### src/rtl/fp16_pkg.sv
// Shared definitions for the FP16 arithmetic sequencer.
//   - op encodings, FSM state encoding, FP16 special constants
//   - flag bit indices into the 5-bit flags word {invalid, overflow, timeout, zero, negative}
//   - helpers: NaN test and flag assembly from a final result
// Optional feature macro used by the sequencer: FP16_SEQ_NAN_PAYLOAD_EN.
package fp16_pkg;

    localparam logic OP_ADD = 1'b0;
    localparam logic OP_MUL = 1'b1;

    typedef enum logic [2:0] {
        ST_IDLE     = 3'd0,
        ST_CLASSIFY = 3'd1,
        ST_SPECIAL  = 3'd2,
        ST_LAUNCH   = 3'd3,
        ST_WAIT     = 3'd4,
        ST_DONE     = 3'd5
    } state_t;

    localparam logic [15:0] FP16_QNAN = 16'h7E00;
    localparam logic [15:0] FP16_PINF = 16'h7C00;
    localparam logic [15:0] FP16_NINF = 16'hFC00;

    localparam int FLAG_INVALID  = 4;
    localparam int FLAG_OVERFLOW = 3;
    localparam int FLAG_TIMEOUT  = 2;
    localparam int FLAG_ZERO     = 1;
    localparam int FLAG_NEGATIVE = 0;

    typedef struct packed {
        logic snan;
        logic qnan;
        logic inf;
        logic zero;
        logic subnormal;
        logic normal;
        logic sign;
    } fp16_class_t;

    function automatic logic is_nan(input logic [15:0] x);
        return (x[14:10] == 5'h1F) && (x[9:0] != 10'd0);
    endfunction

    // zero/negative always come from the final result; a NaN never reports negative.
    function automatic logic [4:0] make_flags(input logic [15:0] r, input logic inv,
                                              input logic ovf, input logic tmo);
        logic [4:0] f;
        f = 5'b0;
        f[FLAG_INVALID]  = inv;
        f[FLAG_OVERFLOW] = ovf;
        f[FLAG_TIMEOUT]  = tmo;
        f[FLAG_ZERO]     = (r[14:0] == 15'd0);
        f[FLAG_NEGATIVE] = r[15] & ~is_nan(r);
        return f;
    endfunction

endpackage

### src/rtl/fp16_arith_sequencer_if.sv
// Bus bundle for fp16_arith_sequencer: request handshake, datapath launch/completion,
// and result handshake, plus the busy indicator.
//   slave  : sequencer side
//   master : decode stage / datapath / consumer side (the environment)
// Handshake rules: a request transfers on a rising edge where in_valid & in_ready are both
// high; a result transfers on a rising edge where out_valid & out_ready are both high.
// out_valid, result and flags hold steady until that transfer. dp_done/dp_result/dp_ovf
// are only looked at while the sequencer is waiting on the datapath.
interface fp16_arith_sequencer_if;
    logic        in_valid;
    logic        in_ready;
    logic        op;
    logic [15:0] a;
    logic [15:0] b;
    logic        dp_start;
    logic        dp_op;
    logic [15:0] dp_a;
    logic [15:0] dp_b;
    logic        dp_done;
    logic [15:0] dp_result;
    logic        dp_ovf;
    logic        out_valid;
    logic        out_ready;
    logic [15:0] result;
    logic [4:0]  flags;
    logic        busy;

    modport slave (
        input  in_valid, op, a, b, dp_done, dp_result, dp_ovf, out_ready,
        output in_ready, dp_start, dp_op, dp_a, dp_b, out_valid, result, flags, busy
    );

    modport master (
        output in_valid, op, a, b, dp_done, dp_result, dp_ovf, out_ready,
        input  in_ready, dp_start, dp_op, dp_a, dp_b, out_valid, result, flags, busy
    );
endinterface

### src/rtl/fp16_operand_classify.sv
// Combinational IEEE-754 binary16 operand classifier.
//   x         : operand
//   snan/qnan : signalling / quiet NaN (quiet bit is mantissa bit 9)
//   inf, zero : infinities / signed zeros
//   subnormal : exponent 0, nonzero mantissa
//   normal    : any other finite value
//   sign      : sign bit
module fp16_operand_classify (
    input  logic [15:0] x,
    output logic        snan,
    output logic        qnan,
    output logic        inf,
    output logic        zero,
    output logic        subnormal,
    output logic        normal,
    output logic        sign
);
    logic exp_max;
    logic exp_min;
    logic man_zero;

    assign exp_max   = (x[14:10] == 5'h1F);
    assign exp_min   = (x[14:10] == 5'h00);
    assign man_zero  = (x[9:0] == 10'd0);

    assign snan      = exp_max & ~man_zero & ~x[9];
    assign qnan      = exp_max & x[9];
    assign inf       = exp_max & man_zero;
    assign zero      = exp_min & man_zero;
    assign subnormal = exp_min & ~man_zero;
    assign normal    = ~exp_max & ~exp_min;
    assign sign      = x[15];
endmodule

### src/rtl/fp16_arith_sequencer.sv
// Multi-cycle controller in front of the shared FP16 add/multiply datapath.
// Accepts one op per handshake, classifies both operands, resolves NaN/inf/zero cases
// locally, otherwise launches the datapath and waits (with timeout) for completion.
//   clk, reset : single clock, synchronous active-high reset
//   bus        : fp16_arith_sequencer_if.slave (request, datapath, result handshakes, busy)
//   dbg_state  : current FSM state
// Parameters: TIMEOUT_CYCLES (cycles spent in WAIT before abort), CNT_W (counter width).
// Macro FP16_SEQ_NAN_PAYLOAD_EN: when defined, a NaN result propagates the first NaN
// operand (a before b) quieted; otherwise all NaN results are canonical 16'h7E00.
module fp16_arith_sequencer
    import fp16_pkg::*;
#(
    parameter int TIMEOUT_CYCLES = 16,
    parameter int CNT_W          = 8
) (
    input  logic                   clk,
    input  logic                   reset,
    fp16_arith_sequencer_if.slave  bus,
    output state_t                 dbg_state
);
    localparam logic [CNT_W-1:0] CNT_LAST = CNT_W'(TIMEOUT_CYCLES - 1);

    state_t            state, state_nxt;
    logic [CNT_W-1:0]  cnt;
    logic              op_q;
    logic [15:0]       a_q, b_q;
    logic [15:0]       result_q;
    logic [4:0]        flags_q;
    fp16_class_t       ca, cb;
    logic              is_special;
    logic              timeout_hit;
    logic [15:0]       nan_res;
    logic [15:0]       spec_res;
    logic              spec_inv;

    fp16_operand_classify u_cls_a (
        .x(a_q), .snan(ca.snan), .qnan(ca.qnan), .inf(ca.inf), .zero(ca.zero),
        .subnormal(ca.subnormal), .normal(ca.normal), .sign(ca.sign)
    );
    fp16_operand_classify u_cls_b (
        .x(b_q), .snan(cb.snan), .qnan(cb.qnan), .inf(cb.inf), .zero(cb.zero),
        .subnormal(cb.subnormal), .normal(cb.normal), .sign(cb.sign)
    );

    // Only finite nonzero operands (normal or subnormal) need the real datapath.
    assign is_special  = ~((ca.normal | ca.subnormal) & (cb.normal | cb.subnormal));
    assign timeout_hit = (cnt == CNT_LAST);

    assign bus.dp_op   = op_q;
    assign bus.dp_a    = a_q;
    assign bus.dp_b    = b_q;
    assign bus.result  = result_q;
    assign bus.flags   = flags_q;
    assign dbg_state   = state;

    always_ff @(posedge clk) begin
        if (reset) state <= ST_IDLE;
        else       state <= state_nxt;
    end

    always_comb begin
        state_nxt     = state;
        bus.in_ready  = (state == ST_IDLE);
        bus.dp_start  = (state == ST_LAUNCH);
        bus.out_valid = (state == ST_DONE);
        bus.busy      = (state != ST_IDLE);
        case (state)
            ST_IDLE:     if (bus.in_valid) state_nxt = ST_CLASSIFY;
            ST_CLASSIFY: state_nxt = is_special ? ST_SPECIAL : ST_LAUNCH;
            ST_SPECIAL:  state_nxt = ST_DONE;
            ST_LAUNCH:   state_nxt = ST_WAIT;
            ST_WAIT:     if (bus.dp_done || timeout_hit) state_nxt = ST_DONE;
            ST_DONE:     if (bus.out_ready) state_nxt = ST_IDLE;
            default:     state_nxt = ST_IDLE;
        endcase
    end

    // Special-case result. Earlier branches take priority: NaN, then invalid combos,
    // then infinities, then zeros.
    always_comb begin
        nan_res  = FP16_QNAN;
`ifdef FP16_SEQ_NAN_PAYLOAD_EN
        if (is_nan(a_q))      nan_res = a_q | 16'h0200;
        else if (is_nan(b_q)) nan_res = b_q | 16'h0200;
`endif
        spec_res = FP16_QNAN;
        spec_inv = 1'b0;
        if (ca.snan || ca.qnan || cb.snan || cb.qnan) begin
            spec_res = nan_res;
            spec_inv = ca.snan | cb.snan;
        end else if (op_q == OP_ADD) begin
            if (ca.inf && cb.inf && (ca.sign != cb.sign)) begin
                spec_res = FP16_QNAN;
                spec_inv = 1'b1;
            end else if (ca.inf)               spec_res = a_q;
            else if (cb.inf)                   spec_res = b_q;
            else if (ca.zero && cb.zero)       spec_res = {ca.sign & cb.sign, 15'd0};
            else if (ca.zero)                  spec_res = b_q;
            else                               spec_res = a_q;
        end else begin
            if ((ca.inf && cb.zero) || (ca.zero && cb.inf)) begin
                spec_res = FP16_QNAN;
                spec_inv = 1'b1;
            end else if (ca.inf || cb.inf)     spec_res = (ca.sign ^ cb.sign) ? FP16_NINF : FP16_PINF;
            else                               spec_res = {ca.sign ^ cb.sign, 15'd0};
        end
    end

    always_ff @(posedge clk) begin
        if (reset) begin
            op_q     <= 1'b0;
            a_q      <= 16'd0;
            b_q      <= 16'd0;
            result_q <= 16'd0;
            flags_q  <= 5'd0;
            cnt      <= '0;
        end else begin
            case (state)
                ST_IDLE: if (bus.in_valid) begin
                    op_q <= bus.op;
                    a_q  <= bus.a;
                    b_q  <= bus.b;
                end
                ST_SPECIAL: begin
                    result_q <= spec_res;
                    flags_q  <= make_flags(spec_res, spec_inv, 1'b0, 1'b0);
                end
                ST_LAUNCH: cnt <= '0;
                ST_WAIT: begin
                    // Completion outranks a timeout that expires in the same cycle.
                    if (bus.dp_done) begin
                        result_q <= bus.dp_result;
                        flags_q  <= make_flags(bus.dp_result, 1'b0, bus.dp_ovf, 1'b0);
                    end else if (timeout_hit) begin
                        result_q <= FP16_QNAN;
                        flags_q  <= make_flags(FP16_QNAN, 1'b0, 1'b0, 1'b1);
                    end else begin
                        cnt <= cnt + CNT_W'(1);
                    end
                end
                default: ;
            endcase
        end
    end
endmodule

### src/flat_wrapper.sv
// flat-port wrapper written by rule: the top's interface ports become plain ports
module fp16_arith_sequencer_flat import fp16_pkg::*;
#(
    parameter int TIMEOUT_CYCLES = 16,
    parameter int CNT_W          = 8
)
  (clk, reset, dbg_state, bus_in_valid, bus_op, bus_a, bus_b, bus_dp_done, bus_dp_result, bus_dp_ovf, bus_out_ready, bus_in_ready, bus_dp_start, bus_dp_op, bus_dp_a, bus_dp_b, bus_out_valid, bus_result, bus_flags, bus_busy);
  fp16_arith_sequencer_if bus_i ();
  input  logic clk;
  input  logic reset;
  output state_t dbg_state;
  input wire logic [$bits(bus_i.in_valid)-1:0] bus_in_valid;
  input wire logic [$bits(bus_i.op)-1:0] bus_op;
  input wire logic [$bits(bus_i.a)-1:0] bus_a;
  input wire logic [$bits(bus_i.b)-1:0] bus_b;
  input wire logic [$bits(bus_i.dp_done)-1:0] bus_dp_done;
  input wire logic [$bits(bus_i.dp_result)-1:0] bus_dp_result;
  input wire logic [$bits(bus_i.dp_ovf)-1:0] bus_dp_ovf;
  input wire logic [$bits(bus_i.out_ready)-1:0] bus_out_ready;
  output wire logic [$bits(bus_i.in_ready)-1:0] bus_in_ready;
  output wire logic [$bits(bus_i.dp_start)-1:0] bus_dp_start;
  output wire logic [$bits(bus_i.dp_op)-1:0] bus_dp_op;
  output wire logic [$bits(bus_i.dp_a)-1:0] bus_dp_a;
  output wire logic [$bits(bus_i.dp_b)-1:0] bus_dp_b;
  output wire logic [$bits(bus_i.out_valid)-1:0] bus_out_valid;
  output wire logic [$bits(bus_i.result)-1:0] bus_result;
  output wire logic [$bits(bus_i.flags)-1:0] bus_flags;
  output wire logic [$bits(bus_i.busy)-1:0] bus_busy;
  assign bus_i.in_valid = bus_in_valid;
  assign bus_i.op = bus_op;
  assign bus_i.a = bus_a;
  assign bus_i.b = bus_b;
  assign bus_i.dp_done = bus_dp_done;
  assign bus_i.dp_result = bus_dp_result;
  assign bus_i.dp_ovf = bus_dp_ovf;
  assign bus_i.out_ready = bus_out_ready;
  assign bus_in_ready = bus_i.in_ready;
  assign bus_dp_start = bus_i.dp_start;
  assign bus_dp_op = bus_i.dp_op;
  assign bus_dp_a = bus_i.dp_a;
  assign bus_dp_b = bus_i.dp_b;
  assign bus_out_valid = bus_i.out_valid;
  assign bus_result = bus_i.result;
  assign bus_flags = bus_i.flags;
  assign bus_busy = bus_i.busy;
  fp16_arith_sequencer #(.TIMEOUT_CYCLES(TIMEOUT_CYCLES), .CNT_W(CNT_W)) u_core (.clk(clk), .reset(reset), .bus(bus_i), .dbg_state(dbg_state));
endmodule
### config.mk
export PLATFORM = sky130hd
export DESIGN_NAME = fp16_arith_sequencer_flat
export DESIGN_NICKNAME = d
export VERILOG_FILES = /design/src/rtl/fp16_pkg.sv /design/src/rtl/fp16_arith_sequencer_if.sv /design/src/rtl/fp16_operand_classify.sv /design/src/rtl/fp16_arith_sequencer.sv /design/src/flat_wrapper.sv
export SDC_FILE = /design/constraint.sdc
export NUM_CORES = 1
export LEC_CHECK = 0
export BUFFER_PORTS_ARGS = -buffer_cell sky130_fd_sc_hd__buf_2
export CORE_ASPECT_RATIO = 1.25
export CORE_MARGIN = 8
export CORE_UTILIZATION = 50
export CTS_CLUSTER_DIAMETER = 60
export DETAILED_ROUTE_END_ITERATION = 10
export GPL_TIMING_DRIVEN = 0
export PLACE_DENSITY = 0.81
export RECOVER_POWER = 25
export SLEW_MARGIN = 10
export SYNTH_ARGS = -nofsm -noshare
export SYNTH_HDL_FRONTEND = slang
export SYNTH_HIERARCHICAL = 1
export SYNTH_SLANG_ARGS = --single-unit
### constraint.sdc
create_clock -name clk -period 3.6 [get_ports clk]
set_clock_uncertainty 0.15 [all_clocks]
set_input_delay 0.54 -clock clk [delete_from_list [all_inputs] [get_ports clk]]
set_output_delay 0.54 -clock clk [all_outputs]
set_load 0.005 [all_outputs]
Yosys cells after proc, flatten, opt, wreduce, memory -nomap -nowiden. Cells that the tools add are included.

Shift operators: 0. Bitwise operators: 32. Reduce and logical (&&, ||, !) cells: 29. Multiplexer cells: 28. Magnitude comparators: 0. Equality and inequality tests: 17. Div/mod/pow operators: 0. Multiply operators: 0. Add/sub/neg operators: 1.

Operators by type and width (count): $mux 16 (12); $pmux 16 s2 (1); $logic_not 15->1 (2); $eq 5x5->1 const B (4); $logic_not 10->1 (2); $reduce_bool 10->1 (2); $and 1x1->1 (18); $pmux 3 s6 (1); $mux 8 (2); $pmux 8 s2 (1); $logic_not 5->1 (2); $mux 5 (2); $not 1->1 (10); $pmux 5 s2 (1); $mux 3 (3); $add 8x1->8 const B (1); $eq 8x4->1 const B (1); $ne 2x2->1 const B (4); $logic_and 1x1->1 (7); $eq 3x2->1 const B (2); $eq 3x3->1 const B (2); $logic_or 1x1->1 (6); $reduce_and 3->1 (2); $mux 1 (5); 10 further kinds (14).

Input port bits: 55. Register bits: 65. Output and inout port bits: 61. Bits in read-only memories: 0. Bits in latches: 0. Memory bits (writable): 0. Memories: 0.

Longest topological paths before layout.
Depth in word-level cells: 14. Depth in mapped cells: 11. Mapped depth without buffers: 9.

Cells and area by module. Netlist, hierarchy kept.

Modules (own cells, without submodules): fp16_arith_sequencer (seq. area each 1301.2 um^2, instances 1, cells each 410, area an instance 3140.5 um^2); fp16_operand_classify (seq. area each 0.0 um^2, instances 2, cells each 19, area an instance 100.1 um^2).

Least setup slack after synthesis. Ideal clock, no wire load.

Kind: register to register. Start point: register u_core.b_q[1] (netlist: u_core/bus.dp_b[1]). End point: register u_core.flags_q[0] (netlist: u_core/bus.flags[0]). Setup slack: 1.092 ns. Cell stages (with the launch flop): 10. Arrival time: 2.231 ns. Required time: 3.324 ns. Cells stage by stage: dfxtp_1 -> nor4_2 -> nand4_1 -> nor2_1 -> o21bai_1 -> or3b_1 -> a31oi_1 -> a31oi_1 -> o32ai_1 -> a31oi_1.

RTL lines: from (decl) (RTL line fp16_arith_sequencer.sv:26) `logic [15:0] a_q, b_q;`; from (signal assigned) (RTL line fp16_arith_sequencer.sv:122) `b_q <= bus.b;`; to (signal assigned) (RTL line fp16_arith_sequencer.sv:126) `flags_q <= make_flags(spec_res, spec_inv, 1'b0, 1'b0);`; to (signal assigned) (RTL line fp16_arith_sequencer.sv:133) `flags_q <= make_flags(bus.dp_result, 1'b0, bus.dp_ovf, 1'b0);`; to (signal assigned) (RTL line fp16_arith_sequencer.sv:136) `flags_q <= make_flags(FP16_QNAN, 1'b0, 1'b0, 1'b1);`; to (decl) (RTL line fp16_arith_sequencer.sv:28) `logic [4:0] flags_q;`.

==> impl_results.md <==
* Area grow syn2layout at 24.91%
* Pint at about 1.4 mW
* Finished Layout Cells at 663
* CTS Buffer Depth at 2
* Final hold viol count at 0
* Post-Synth XOR/XNOR Area at 1.311%
* Syn Inst Count at 448
* Share of cells above drive strength 1 at 22.40%
* ANT cells at 0
* Hpwl dp at ~8.3 mm
* Data required, critical path at approximately 3700 ps
* Antenna violations before repair at 0
* Post-synthesis sequential element count at 65
* TritonCTS clock tree: built
* CP Launch Type: flip-flop
* Minimum clock period at around 3000 ps
* Clk slew on worst S/H paths at 70 ps
* YS warnings at 6
* RSZ-0062 raised after global routing: no
* Final Cycle Share at between 80% and 90%
* Number of synthesized flops with an enable pin at 0
* Switching power of the nets at ~0.84 mW
* Simple logic cell fraction of the synthesized area at between 30% and 40%
* Worst skew pair latency at 340 ps
* Clk sinks at 65
* Iteration-0 DRC Markers at between 200 and 250
* Pin count of the biggest net entering global routing at 11
* Number of gates resized after CTS at 0
* Final setup fails at 0
* Final slew viol count at 0
* Via density at around 5.6
* Worst-path fanout max at 10
* Largest family of logic cells by synthesized area: simple AND/OR/NAND/NOR gates
* Status: complete, no violations
* Dpl ws at slightly below 700 ps
* First-pass GRT wire length at roughly 17 mm
* Most frequent cell after synthesis: nand2_1
* Synth Area in Compound Gates at a little over a fifth
* Core area at 6524 sq um
* Register area at approximately 1300 sq um
* Routed WL per cell at between 15 and 20 um
* # IOs at ~120
* Max Clock Freq at around 340 MHz
* Yosys cell types at 57
* Postcts setup bufs at 0
* Pwr per Cell Area at between 500 and 600 nW/um^2
* Inst Count DP at 648
* Clock power frac at 24.7%
* Multi-input gate area at about 1900 sq um
* Die X at about 89 um
* WHS at roughly 290 ps
* Fin worst setup slack at 618.1 ps
* Register area share after synthesis at 38.95%
* VDD IR max at about 0.00032 V
* Pre-Repair DR Iteration Count at 5
* Initial Util at between 50% and 60%
* Gr usage total at a little over a fifth
* Post-Syn Area at about 3300 sq um
* Full die area at between 9000 and 10000 sq um
* Total routed wirelength at roughly 11 mm
* Clock root cell: clkbuf_8
* Most frequent cells after synthesis: 93 x nand2_1, 65 x dfxtp_1, 52 x nor2_1
* Post-route ant nets at 0
* TNS Setup at 0 ps
* Crit path arrival time at ~3100 ps
* CTS Buf Count at 9
* Util after Layout at between 60% and 70%
* Final #Nets at 629
* Max_cap viols at 0
* Max_slew headroom at a little over 60%
* Synth async-reset ratio at 0%
* Via count at approximately 3.7k
* Main flop type after synthesis: dfxtp_1
* CTS Hold Buffers Added at 0
* Adder-Cell Fraction of Synth Area at less than 1%
* Worst-Margin Slew at ~600 ps
* Area share of the largest cell type after synthesis at 38.95%
* Syn nets at between 500 and 600
* DR DRC count at 0
* H-tree Lvls at 3
* Critical path class: flip-flop to flip-flop
* Avg Cell Area, Syn at 7.457 sq um
* Sequential power share at 39.7%
* HP Class: input pin to flip-flop
* Sw Share at between 30% and 40%
* Crit end category: flip-flop
* Leak at ~1.7 nW
* IO buf count at approximately 110
* Overflow after GRT at 0
* Leading area contributor after synthesis: dfxtp_1
* Post-synthesis mux area share at less than 1%
* Gate power share at between 30% and 40%
* Chip height at 107.4 um
* GPL Wtd Cong at roughly 0.93
* Synth area leaders: dfxtp_1 39%, nand2_1 10%, a21oi_1 7.3%, nor2_1 5.8%, nor3_1 3.0%
* Core Rows at 33
* Fill cells at roughly 610
* Vias in the first global route at 3620
## routing by layer
| layer | vias up | GRT usage [%] | wire [um] |
|---|---|---|---|
| li1 | 1835 | - | - |
| met1 | 1693 | 23.84 | 4107 |
| met5 | - | 0 | 0 |
| met3 | 25 | 5.271 | 723 |
| met4 | 0 | 10.37 | 278 |
| met2 | 139 | 38.43 | 5410 |
## layout by cell type (no fill, tap or decap), drive strengths merged, types with 3 or more instances in the layout
master / synthesis / final
clkbuf: 20 / 51
a31oi: 5 / 5
o21bai: 3 / 3
and3: 5 / 5
inv: 5 / 5
a211oi: 13 / 13
buf: 10 / 105
dfxtp: 65 / 65
o211ai: 5 / 5
nand3b: 6 / 6
xor2: 4 / 4
or3b: 3 / 3
and2: 6 / 6
nor2: 52 / 52
a21oi: 49 / 49
a22oi: 12 / 12
nand2: 93 / 93
nand3: 13 / 13
nand2b: 4 / 4
o21ai: 9 / 9
nor4: 10 / 10
nor3: 20 / 20
nand4: 3 / 3
## worst max-delay path, stage by stage, from the launching register on
cell and delay [ps]:
dfxtp_1 360, nor4_2 310, nand4_1 200, nor2_1 360, and2b_1 290, o21a_1 180, buf_2 220, a22oi_1 130
o221a_2 280, o32ai_1 280, a31oi_1 110
## state kept, by name, summed over array words and instances (netlist names)
name and flops:
u_core/bus.dp_b 16, u_core/bus.dp_op 1, u_core/bus.flags 5, u_core/bus.result 16, u_core/dbg_state 3, u_core/cnt 8
u_core/bus.dp_a 16
## through the flow
stage / area [sq um] / power [mW]
detailed placement: 4015 / 1.723
global route: 4173 / 2.420
global placement: 4015 / 1.703
CTS: 4197 / 2.284
floorplan: 3341 / 1.431
finish: 4173 / 2.275
## power groups by stage
stage	sequential (mW)	clock, mW	combinational (mW)
after floorplan	0.907	0	0.524
after global placement	0.913	0	0.790
final	0.903	0.563	0.809
after CTS	0.901	0.573	0.810
after global routing	0.918	0.606	0.896
after detailed placement	0.917	0	0.806
## final timing paths
path	depth (start not counted)	slack [ps]	end	startpoint
max	10	620	u_core/bus.flags[0]$_SDFFE_PP0P_	u_core/bus.dp_a[1]$_SDFFE_PP0P_
min	3	290	u_core/bus.dp_b[6]$_SDFFE_PP0P_	bus_b[6]
max reg2reg	10	620	u_core/bus.flags[0]$_SDFFE_PP0P_	u_core/bus.dp_a[1]$_SDFFE_PP0P_
min reg2reg	2	310	u_core/bus.result[13]$_SDFFE_PP0P_	u_core/bus.result[13]$_SDFFE_PP0P_
## cells by family after synthesis
| family | Yosys count |
|---|---|
| compound gates | 111 |
| mux | 2 |
| buf+inv | 35 |
| simple gates | 228 |
| xor+xnor | 5 |
| fa+ha+maj | 2 |
| flops | 65 |
## final cells by class
type | count | area share [%]
Buffer | 30 | 3.328
Clock buffer | 13 | 4.048
Clock inverter | 2 | 0.2999
Inverter | 5 | 0.4498
Multi-Input combinational cell | 348 | 45.10
Sequential cell | 65 | 31.18
Tap cell | 87 | 2.609
Timing Repair Buffer | 113 | 12.98
Power figures use the tool's default switching activity.
